<file path="config.mk">
export PLATFORM = sky130hd
export DESIGN_NAME = serial_subtractor
export DESIGN_NICKNAME = d
export VERILOG_FILES = /design/src/rtl/serial_subtractor.sv
export SDC_FILE = /design/constraint.sdc
export NUM_CORES = 1
export LEC_CHECK = 0
export CAP_MARGIN = 20
export CORE_ASPECT_RATIO = 1.4
export CORE_MARGIN = 2
export CORE_UTILIZATION = 46
export DETAILED_ROUTE_END_ITERATION = 12
export MAX_ROUTING_LAYER = met4
export PLACE_DENSITY_LB_ADDON = 0.1
export SYNTH_ARGS = -nofsm -noshare
export SYNTH_HDL_FRONTEND = slang
export SYNTH_SLANG_ARGS = --single-unit
</file>
<file path="constraint.sdc">
create_clock -name clk -period 1.5 [get_ports clk]
set_clock_uncertainty 0.1 [all_clocks]
set_input_delay 0.375 -clock clk [delete_from_list [all_inputs] [get_ports clk]]
set_output_delay 0.375 -clock clk [all_outputs]
set_load 0.01 [all_outputs]
</file>
<file path="src/rtl/serial_subtractor.sv">
// ============================================================================
// Module      : serial_subtractor
// Description : Bit-serial two's-complement subtractor (diff = a - b), LSB
//               first, one full-adder slice plus a carry flop, with
//               valid/ready handshakes on operands and result.
//               Optional macro SERIAL_SUB_ABS_EN adds a bit-serial magnitude
//               (ABS) pass producing `mag`; without it `mag` is tied to 0.
// Revision    : 1.0 - initial release
// ============================================================================
`default_nettype none

module serial_subtractor #(
  parameter int WIDTH = 4
) (
  input  logic             clk,
  input  logic             rst_n,
  input  logic             in_valid,
  output logic             in_ready,
  input  logic [WIDTH-1:0] a,
  input  logic [WIDTH-1:0] b,
  output logic             out_valid,
  input  logic             out_ready,
  output logic [WIDTH-1:0] diff,
  output logic             borrow,
  output logic             ovf,
  output logic             neg,
  output logic [WIDTH-1:0] mag
);

  localparam int         CNT_W    = (WIDTH > 2) ? $clog2(WIDTH) : 1;
  localparam [CNT_W-1:0] CNT_LOAD = CNT_W'(WIDTH - 1);

  typedef enum logic [1:0] {
    S_IDLE = 2'd0,
    S_RUN  = 2'd1,
`ifdef SERIAL_SUB_ABS_EN
    S_ABS  = 2'd3,
`endif
    S_DONE = 2'd2
  } state_t;

  state_t           r_state;
  state_t           w_next;

  logic [WIDTH-1:0] r_a;
  logic [WIDTH-1:0] r_b;
  logic [WIDTH-1:0] r_diff;
  logic [CNT_W-1:0] r_cnt;
  logic             r_carry;
  logic             r_borrow;
  logic             r_ovf;
  logic             r_neg;

  logic             w_fa_x;
  logic             w_fa_y;
  logic             w_sum;
  logic             w_cout;
  logic             w_last;
  logic             w_in_ready;
  logic             w_out_valid;

`ifdef SERIAL_SUB_ABS_EN
  logic [WIDTH-1:0] r_mag;
`endif

  // The single adder slice: RUN feeds a + ~b; ABS feeds ~diff + 0 (carry preset
  // to 1 supplies the +1 of both the subtraction and the negation).
  always_comb begin
    w_fa_x = r_a[0];
    w_fa_y = ~r_b[0];
`ifdef SERIAL_SUB_ABS_EN
    if (r_state == S_ABS) begin
      w_fa_x = ~r_diff[0];
      w_fa_y = 1'b0;
    end
`endif
  end

  assign w_sum  = w_fa_x ^ w_fa_y ^ r_carry;
  assign w_cout = (w_fa_x & w_fa_y) | (w_fa_x & r_carry) | (w_fa_y & r_carry);
  assign w_last = (r_cnt == '0);

  always_ff @(posedge clk or negedge rst_n) begin
    if (!rst_n) begin
      r_state <= S_IDLE;
    end else begin
      r_state <= w_next;
    end
  end

  always_comb begin
    w_next      = r_state;
    w_in_ready  = 1'b0;
    w_out_valid = 1'b0;
    case (r_state)
      S_IDLE: begin
        w_in_ready = 1'b1;
        if (in_valid) begin
          w_next = S_RUN;
        end
      end
      S_RUN: begin
        if (w_last) begin
`ifdef SERIAL_SUB_ABS_EN
          w_next = w_sum ? S_ABS : S_DONE;
`else
          w_next = S_DONE;
`endif
        end
      end
`ifdef SERIAL_SUB_ABS_EN
      S_ABS: begin
        if (w_last) begin
          w_next = S_DONE;
        end
      end
`endif
      S_DONE: begin
        w_out_valid = 1'b1;
        if (out_ready) begin
          w_next = S_IDLE;
        end
      end
      default: begin
        w_next = S_IDLE;
      end
    endcase
  end

  always_ff @(posedge clk or negedge rst_n) begin
    if (!rst_n) begin
      r_a      <= '0;
      r_b      <= '0;
      r_diff   <= '0;
      r_cnt    <= '0;
      r_carry  <= 1'b0;
      r_borrow <= 1'b0;
      r_ovf    <= 1'b0;
      r_neg    <= 1'b0;
`ifdef SERIAL_SUB_ABS_EN
      r_mag    <= '0;
`endif
    end else begin
      case (r_state)
        S_IDLE: begin
          if (in_valid) begin
            r_a     <= a;
            r_b     <= b;
            r_carry <= 1'b1;
            r_cnt   <= CNT_LOAD;
          end
        end
        S_RUN: begin
          r_a     <= r_a >> 1;
          r_b     <= r_b >> 1;
          r_diff  <= {w_sum, r_diff[WIDTH-1:1]};
          r_carry <= w_cout;
          r_cnt   <= r_cnt - CNT_W'(1);
          if (w_last) begin
            // r_carry here is the carry into the MSB; w_cout is the carry out.
            r_borrow <= ~w_cout;
            r_ovf    <= r_carry ^ w_cout;
            r_neg    <= w_sum;
`ifdef SERIAL_SUB_ABS_EN
            r_carry  <= 1'b1;
            r_cnt    <= CNT_LOAD;
            if (!w_sum) begin
              r_mag <= {w_sum, r_diff[WIDTH-1:1]};
            end
`endif
          end
        end
`ifdef SERIAL_SUB_ABS_EN
        S_ABS: begin
          // Rotate so diff is intact again after WIDTH cycles.
          r_diff  <= {r_diff[0], r_diff[WIDTH-1:1]};
          r_mag   <= {w_sum, r_mag[WIDTH-1:1]};
          r_carry <= w_cout;
          r_cnt   <= r_cnt - CNT_W'(1);
        end
`endif
        default: begin
        end
      endcase
    end
  end

  assign in_ready  = w_in_ready;
  assign out_valid = w_out_valid;
  assign diff      = r_diff;
  assign borrow    = r_borrow;
  assign ovf       = r_ovf;
  assign neg       = r_neg;

`ifdef SERIAL_SUB_ABS_EN
  assign mag = r_mag;
`else
  assign mag = '0;
`endif

endmodule

`default_nettype wire

</file>
### After elaboration in Yosys (flattened, before gate mapping)

Cells that the tools add are included.
W data, S select, Z words.

| operators by class | value |
|---|---|
| $add $sub $neg | 1 |
| equal/unequal tests | 5 |
| mux-type cells | 14 |
| bitwise logic cells | 10 |
| reductions and logical operators | 6 |

Operators with widths:

| operator | number |
|---|---|
| $pmux W4 S2 | 2 |
| $mux W2 | 4 |
| $mux W4 | 2 |
| $ne A2 B2 Y1 const B | 3 |
| $pmux W2 S3 | 1 |
| $logic_not A2 Y1 | 2 |
| $pmux W2 S2 | 1 |
| $reduce_and A2 Y1 | 2 |
| $and A1 B1 Y1 | 3 |
| $mux W1 | 3 |
| $reduce_and A3 Y1 | 1 |
| $xor A1 B1 Y1 | 3 |
| $eq A2 B1 Y1 const B | 1 |
| $eq A2 B2 Y1 const B | 1 |
| $not A1 Y1 | 2 |
| $or A1 B1 Y1 | 2 |
| $pmux W1 S2 | 1 |
| $reduce_bool A2 Y1 | 1 |
| $sub A2 B1 Y2 const B | 1 |

| word-level totals | value |
|---|---|
| bits in registers | 20 |
| bits of input ports | 12 |
| output and inout port bits | 13 |

### Longest topological paths before layout

Gate-level depths: netlist of the first run.

| logic depth | value |
|---|---|
| depth in word-level cells | 5 |
| gate-level depth with buffers | 5 |
| depth with buffers taken out | 5 |

### Worst setup path after synthesis of the first run

OpenSTA, ideal clock, no wires.

| timing | value |
|---|---|
| path type | register to register |
| from | register r_a[0] |
| to | register r_neg, in the netlist neg |
| setup time | 0.125 ns |
| arrival | 1.123 ns |
| slack | 0.153 ns |
| stages on the path, launching flop included | 3 |
| path buffers | 0 |
| cells stage by stage | dfrtp_1 > fa_1 > mux2_2 |

| on the way | value |
|---|---|
| longest elaborated chain between the ends | 2 |

RTL lines:

| item | line | RTL |
|---|---|---|
| start: declaration | 45 | `logic [WIDTH-1:0] r_a;` |
| start signal: assignment | 154 | `r_a <= r_a >> 1;` |
| $xor A1 B1 Y1 (2 in series) | 79 | `assign w_sum = w_fa_x ^ w_fa_y ^ r_carry;` |
| named net w_sum | 56 | `logic w_sum;` |
| end signal: assignment | 163 | `r_neg <= w_sum;` |
| end: declaration | 52 | `logic r_neg;` |

The timed path passes the listed nets, and every way through them passes these cells.
A chain may end at the register's enable or synchronous reset.

### Worst setup path after layout of the first run

| timing | value |
|---|---|
| from | register r_state[1] |
| to | output port in_ready |

| on the way | value |
|---|---|
| longest elaborated chain between the ends | 2 |

RTL lines:

| item | line | RTL |
|---|---|---|
| start: declaration | 42 | `state_t r_state;` |
| start signal: assignment | 87 | `r_state <= w_next;` |
| $logic_not A2 Y1 | 95 | `case (r_state)` |
| $mux W1 | 95 |  |
| end: declaration | 18 | `output logic in_ready,` |

No other way between the ends.

==> results of run 1 <==
registers in the layout, summed over array words and instances (netlist names):
name	count
diff	4
r_carry	1
ovf	1
r_state	2
borrow	1
r_b	4
r_a	4
neg	1
r_cnt	2
through the flow:
step	total power [mW]	utilization	setup TNS, ns	instances
floorplan	1.811	-	0	81
finish	2.520	0.6250	-0.03193	129
global placement	2.268	0.6072	-0.9378	124
global route	2.709	0.6250	-0.1078	129
detailed placement	2.302	0.6072	-1.219	124
CTS	2.520	0.6204	-0.03412	128
per-layer routing:
layer	GRT usage	up-vias	wire length [microns]
met4	0.09217	0	29
li1	-	332	-
met1	0.1839	353	721
met5	-	-	0
met2	0.2656	28	859
met3	0.02251	4	88
critical path: stages (launching register included):
cell,delay [ns]
sky130_fd_sc_hd__dfrtp_1,0.40
sky130_fd_sc_hd__buf_4,0.16
sky130_fd_sc_hd__nor2_4,0.10
sky130_fd_sc_hd__buf_6,0.11
report_power, final:
group          total, mW  internal (mW)  switching (mW)
Combinational       1.30          0.695           0.602
Sequential         0.981          0.809           0.172
Clock              0.242         0.0933           0.149
Total               2.52           1.60           0.922
timing repair:
item | 4_1_cts | 5_1_grt
endpoints found under the setup margin | 9 | 4
setup buffers | 1 | 1
gates resized for setup | 18 | 1
final cells by class:
cell class	instances	share of cell area
clock buffers	3	0.01895
inverters	5	0.01579
multi-input cells	49	0.2937
flip-flops and latches	20	0.4221
well taps	21	0.02211
repair buffers	31	0.2274
logic make-up (layout without fill, tap and decap cells):
| logic type | count (synthesis) | count (layout) |
|---|---|---|
| compound gates | 25 | 25 |
| flops | 20 | 20 |
| simple gates | 12 | 12 |
| buf+inv | 12 | 39 |
| mux | 5 | 5 |
| fa+ha+maj | 2 | 2 |
| other cells | 1 | 4 |
| xor+xnor | 1 | 1 |
synth_stat cells (all sizes together):
library cell  instances  share of area
a21oi                 6          0.033
a32o                  2          0.022
a32oi                 1         0.0097
and2                  1         0.0097
buf                   7          0.062
clkinv                1         0.0041
conb                  1         0.0041
dfrtp                20           0.55
fa                    1          0.022
ha                    1          0.014
inv                   4          0.017
mux2                  5          0.062
nand2                 4          0.017
nand2b                2          0.014
nand3b                2          0.017
nor2                  2         0.0083
o21ai                 3          0.017
o221a                 1          0.012
o22a                  1         0.0097
o22ai                10          0.069
o31ai                 1         0.0083
or2                   1         0.0069
xnor2                 1         0.0097
path summary, 6_finish.rpt:
path | from | endpoint | slack, ns | cells past startpoint
worst max register to register | r_state[1]$_DFFE_PN0P_ | r_a[1]$_DFFE_PN0P_ | 0.07 | 4
max in group asynchronous | rst_n | r_state[0]$_DFFE_PN0P_ | 0.76 | 2
worst min register to register | borrow$_DFFE_PN0P_ | borrow$_DFFE_PN0P_ | 0.38 | 2
worst min-delay path | rst_n | r_a[1]$_DFFE_PN0P_ | 0.31 | 2
min in group clk | borrow$_DFFE_PN0P_ | borrow$_DFFE_PN0P_ | 0.38 | 2
worst max-delay path | r_state[1]$_DFFE_PN0P_ | in_ready | -0.03 | 3
==> run_results.csv, run 1 <==
group,metric,value,unit
outcome,outcome,"finished, violations left",
outcome,violations,"setup timing",
critical_path,critPathKind,"flop to output pin",
placed_design,post-place-ws,-0.1605,ns
synth,syn_warnings,0,
routing,postRouteWirelength,1.698,mm
sta,fin_worst_hold_slack,0.3129,ns
sta,final_hold_viol_count,0,
synth,yosys-mux-area-fraction,0.06215,
critical_path,critPathCaptureType,"output pin",
cts,cts_sinks,20,
floorplan,io-pin-count,25,
synth,synth.avg_cell_area,11.61,sq um
final_layout,final_area,0.001189,sq mm
cts,insertion_delay,0.29,ns
routing,via_count,717,
grt,global_route.overflow_total,0,
grt,antenna_found_initial,0,
placed_design,detailedPlacementHpwl,1.269,mm
cts,clock_tree_from_tritoncts,"yes",
sta,max_freq,652.8,MHz
final_layout,syn_to_layout_area_delta,31.22,%
final_layout,most-common-layout-cells,"sky130_fd_sc_hd__dfrtp_1, sky130_fd_sc_hd__clkdlybuf4s50_1, sky130_fd_sc_hd__buf_4, sky130_fd_sc_hd__o22ai_1, sky130_fd_sc_hd__dlygate4sd2_1",
synth,yosys.area_share.adder,0.03591,
placed_design,instance_area_at_placement,0.001155,sq mm
synth,synth_xor_xnor_area_share,0.009669,
pwr,p_leak,0.5461,nW
routing,detailedRoute.firstPassIterationCount,4,
grt,grt_first_pass_wirelength,2.842,mm
synth,synth_compound_gate_area_share,0.1809,
synth,synth_seq_cells,20,
grt,first_global_vias,670,
sta,period_needed,1.532,ns
floorplan,placeableCoreArea,0.001902,sq mm
placed_design,port_buffers,20,
cts,numCtsBuffers,3,
routing,route.detailed.wl_per_inst,13.16,microns
synth,synth_top_family_by_area,"compound AO/OA/AOI/OAI gates",
final_layout,layout.nets,124,
routing,route.antenna.remaining_nets,0,
routing,drc,0,
cts,clockBufferDepth,2,
final_layout,mostFrequentLayoutCell,"sky130_fd_sc_hd__dfrtp_1",
synth,post_synth_instance_area,905.9,sq um
hold_path,hold_path_class,"input pin to asynchronous set/reset pin",
final_layout,multi_input_gate_area_in_the_final_layout,349.1,sq um
sta,timing.final.max_slew_violations,0,
floorplan,dieWidth,41.51,microns
synth,number_of_distinct_library_cells_after_synthesis,24,
routing,drt_first_iter_violations,19,
sta,final-setup-viol-count,1,
sta,rsz0062_at_grt,"true",
critical_path,worst_ep_arrival_time,1.06,ns
synth,synth-seq-area-share,0.5525,
sta,final.setup.worst_slack,-0.03193,ns
pwr,power.density,2120,mW/mm^2
floorplan,rows,19,
floorplan,die-height,56.51,microns
final_layout,share_of_cells_above_drive_strength_1,0.2222,
cts,cts.reportedPaths.clkPinSlew,0.11,ns
floorplan,die_footprint,0.002345,sq mm
synth,synth_simple_gate_area_share,0.07182,
cts,cts.htree.levels,1,
routing,post_drt_via_cell_ratio,5.558,
grt,grt.total_usage,0.1608,
critical_path,worst-path-max-fanout,4,
final_layout,final.fill_count,175,
synth,synthCells,78,
final_layout,antenna_cells,0,
critical_path,crit_path_start_kind,"flop",
pwr,max-vdd-ir-drop,1.063,mV
placed_design,gp_routability_congestion,0.7584,
sta,fin_crit_sh,1.021,
critical_path,worst-endpoint-required,1.02,ns
cts,cts_root_buf,"sky130_fd_sc_hd__clkbuf_4",
floorplan,floorplan.initialDensity,0.4763,
cts,postCtsHoldBufs,0,
grt,grt_max_degree,21,
run,cap_violations,0,
final_layout,register_area,501.7,sq um
Power figures use the tool's default switching activity.
==> run 2, diff against run 1 <==
--- a/config.mk
+++ b/config.mk
@@ -5,11 +5,11 @@
 export SDC_FILE = /design/constraint.sdc
 export NUM_CORES = 1
 export LEC_CHECK = 0
-export CAP_MARGIN = 20
 export CORE_ASPECT_RATIO = 1.4
 export CORE_MARGIN = 2
 export CORE_UTILIZATION = 46
 export DETAILED_ROUTE_END_ITERATION = 12
+export GPL_TIMING_DRIVEN = 0
 export MAX_ROUTING_LAYER = met4
 export PLACE_DENSITY_LB_ADDON = 0.1
 export SYNTH_ARGS = -nofsm -noshare
==> run_results.csv, run 2 (synthesis gave the netlist of run 1 again) <==
group,metric,value,unit
final_layout,utilization,0.6520,
routing,post_drt_via_cell_ratio,5.263,
final_layout,most-common-layout-cells,"sky130_fd_sc_hd__dfrtp_1, sky130_fd_sc_hd__buf_4, sky130_fd_sc_hd__o22ai_1, sky130_fd_sc_hd__clkdlybuf4s50_1, sky130_fd_sc_hd__dlygate4sd2_1",
cts,cts.reportedPaths.clkPinSlew,0.12,ns
grt,first_global_vias,660,
sta,fin_crit_sh,1.040,
routing,drc,0,
grt,met1_resource_use_gr,0.1941,
critical_path,worst-endpoint-required,1.02,ns
floorplan,dieWidth,41.51,microns
hold_path,hold_path_class,"input pin to flop",
cts,postCtsHoldBufs,0,
cts,clock_tree_from_tritoncts,"yes",
placed_design,post-place-ws,-0.3248,ns
final_layout,antenna_cells,0,
cts,cts_sinks,20,
grt,antenna_found_initial,0,
floorplan,io-pin-count,25,
pwr,power.density,2186,mW/mm^2
sta,final_hold_viol_count,0,
critical_path,worst_ep_arrival_time,1.08,ns
cts,cts_root_buf,"sky130_fd_sc_hd__clkbuf_4",
sta,timing.final.max_slew_violations,0,
routing,postRouteWirelength,1.812,mm
grt,grt_first_pass_wirelength,2.891,mm
cts,insertion_delay,0.30,ns
run,cap_violations,0,
sta,slew_headroom,0.3949,
routing,route.detailed.wl_per_inst,13.62,microns
placed_design,gp_routability_congestion,0.7193,
outcome,violations,"setup timing",
sta,fin_tns_setup,-0.08304,ns
sta,period_needed,1.560,ns
routing,via_count,700,
final_layout,share_of_cells_above_drive_strength_1,0.2679,
placed_design,instance_area_at_placement,0.001134,sq mm
cts,clockBufferDepth,2,
pwr,max-vdd-ir-drop,1.128,mV
sta,rsz0062_at_grt,"true",
critical_path,crit_path_start_kind,"flop",
final_layout,layout.nets,127,
grt,grt_max_degree,21,
placed_design,port_buffers,19,
grt,grt_util_met3,0.02251,
final_layout,mostFrequentLayoutCell,"sky130_fd_sc_hd__dfrtp_1",
cts,cts.htree.levels,1,
grt,grt.total_usage,0.1628,
final_layout,syn_to_layout_area_delta,36.88,%
routing,drt_first_iter_violations,21,
sta,final-setup-viol-count,2,
cts,numCtsBuffers,3,
floorplan,die-height,56.51,microns
floorplan,floorplan.initialDensity,0.4763,
sta,max_freq,641.2,MHz
placed_design,placed_cells_incl_taps,121,
outcome,outcome,"finished, violations left",
critical_path,worst-path-max-fanout,4,
sta,timing_worst_slew_pin_value,0.9047,ns
placed_design,detailedPlacementHpwl,1.250,mm
floorplan,die_footprint,0.002345,sq mm
grt,top_usage_layer,"met2",
pwr,p_leak,0.5769,nW
final_layout,final_area,0.001240,sq mm
final_layout,final-instance-count-excl-fill,133,
floorplan,placeableCoreArea,0.001902,sq mm
floorplan,rows,19,
routing,detailedRoute.firstPassIterationCount,4,
routing,route.antenna.remaining_nets,0,
critical_path,critPathKind,"flop to output pin",
critical_path,critPathCaptureType,"output pin",
grt,global_route.overflow_total,0,
sta,final.setup.worst_slack,-0.05960,ns
grt,grt_use_met2,0.2723,
-- run 2: worst paths after layout --
path | start | end | slack (ns) | cells after the start
hold reg to reg | ovf$_DFFE_PN0P_ | ovf$_DFFE_PN0P_ | 0.39 | 2
min in group asynchronous | rst_n | neg$_DFFE_PN0P_ | 0.47 | 1
setup reg to reg | r_a[0]$_DFFE_PN0P_ | diff[3]$_DFFE_PN0P_ | 0.08 | 2
setup / recovery | r_state[1]$_DFFE_PN0P_ | in_ready | -0.06 | 3
hold / removal | in_valid | r_b[3]$_DFFE_PN0P_ | 0.30 | 2
max in group asynchronous | rst_n | r_cnt[1]$_DFFE_PN0P_ | 0.27 | 1
-- run 2: timing repair --
action                     CTS  global route
setup endpoints to repair    9             4
gates resized for setup     21             2
gates cloned                 0             0
pin swaps                    1             1
setup buffers                3             5
-- run 2: cell type report --
class | count | area (sq um)
Fill cell | 175 | 661.9
Buffer | 7 | 60.06
Timing Repair Buffer | 27 | 241.5
Sequential cell | 20 | 500.5
Clock buffer | 4 | 36.28
Inverter | 5 | 23.77
Multi-Input combinational cell | 49 | 351.6
Tap cell | 21 | 26.28
-- run 2: power by group --
| group | switching, mW | internal (mW) | leakage [nW] |
|---|---|---|---|
| logic | 0.635 | 0.780 | 0.317 |
| clock network | 0.168 | 0.148 | 0.0210 |
| registers | 0.173 | 0.806 | 0.238 |
-- run 2: routing by layer --
metal / wire length [microns] / share of wire
met5: 0 / 0
met4: 29 / 0.016
met3: 74 / 0.041
met2: 926 / 0.51
met1: 781 / 0.43
-- run 2: metrics by stage --
step | hold slack [ns] | power (mW)
floorplan | -0.02059 | 1.811
CTS | 0.3052 | 2.605
global placement | 0.3608 | 2.220
global route | 0.3115 | 2.898
finish | 0.3021 | 2.710
detailed placement | 0.3698 | 2.260
-- run 2: worst max-delay path, cell delays in order, from the launching register on --
cell and delay, ns:
sky130_fd_sc_hd__dfrtp_1 0.44, sky130_fd_sc_hd__buf_6 0.15, sky130_fd_sc_hd__nor2_4 0.09, sky130_fd_sc_hd__buf_6 0.11
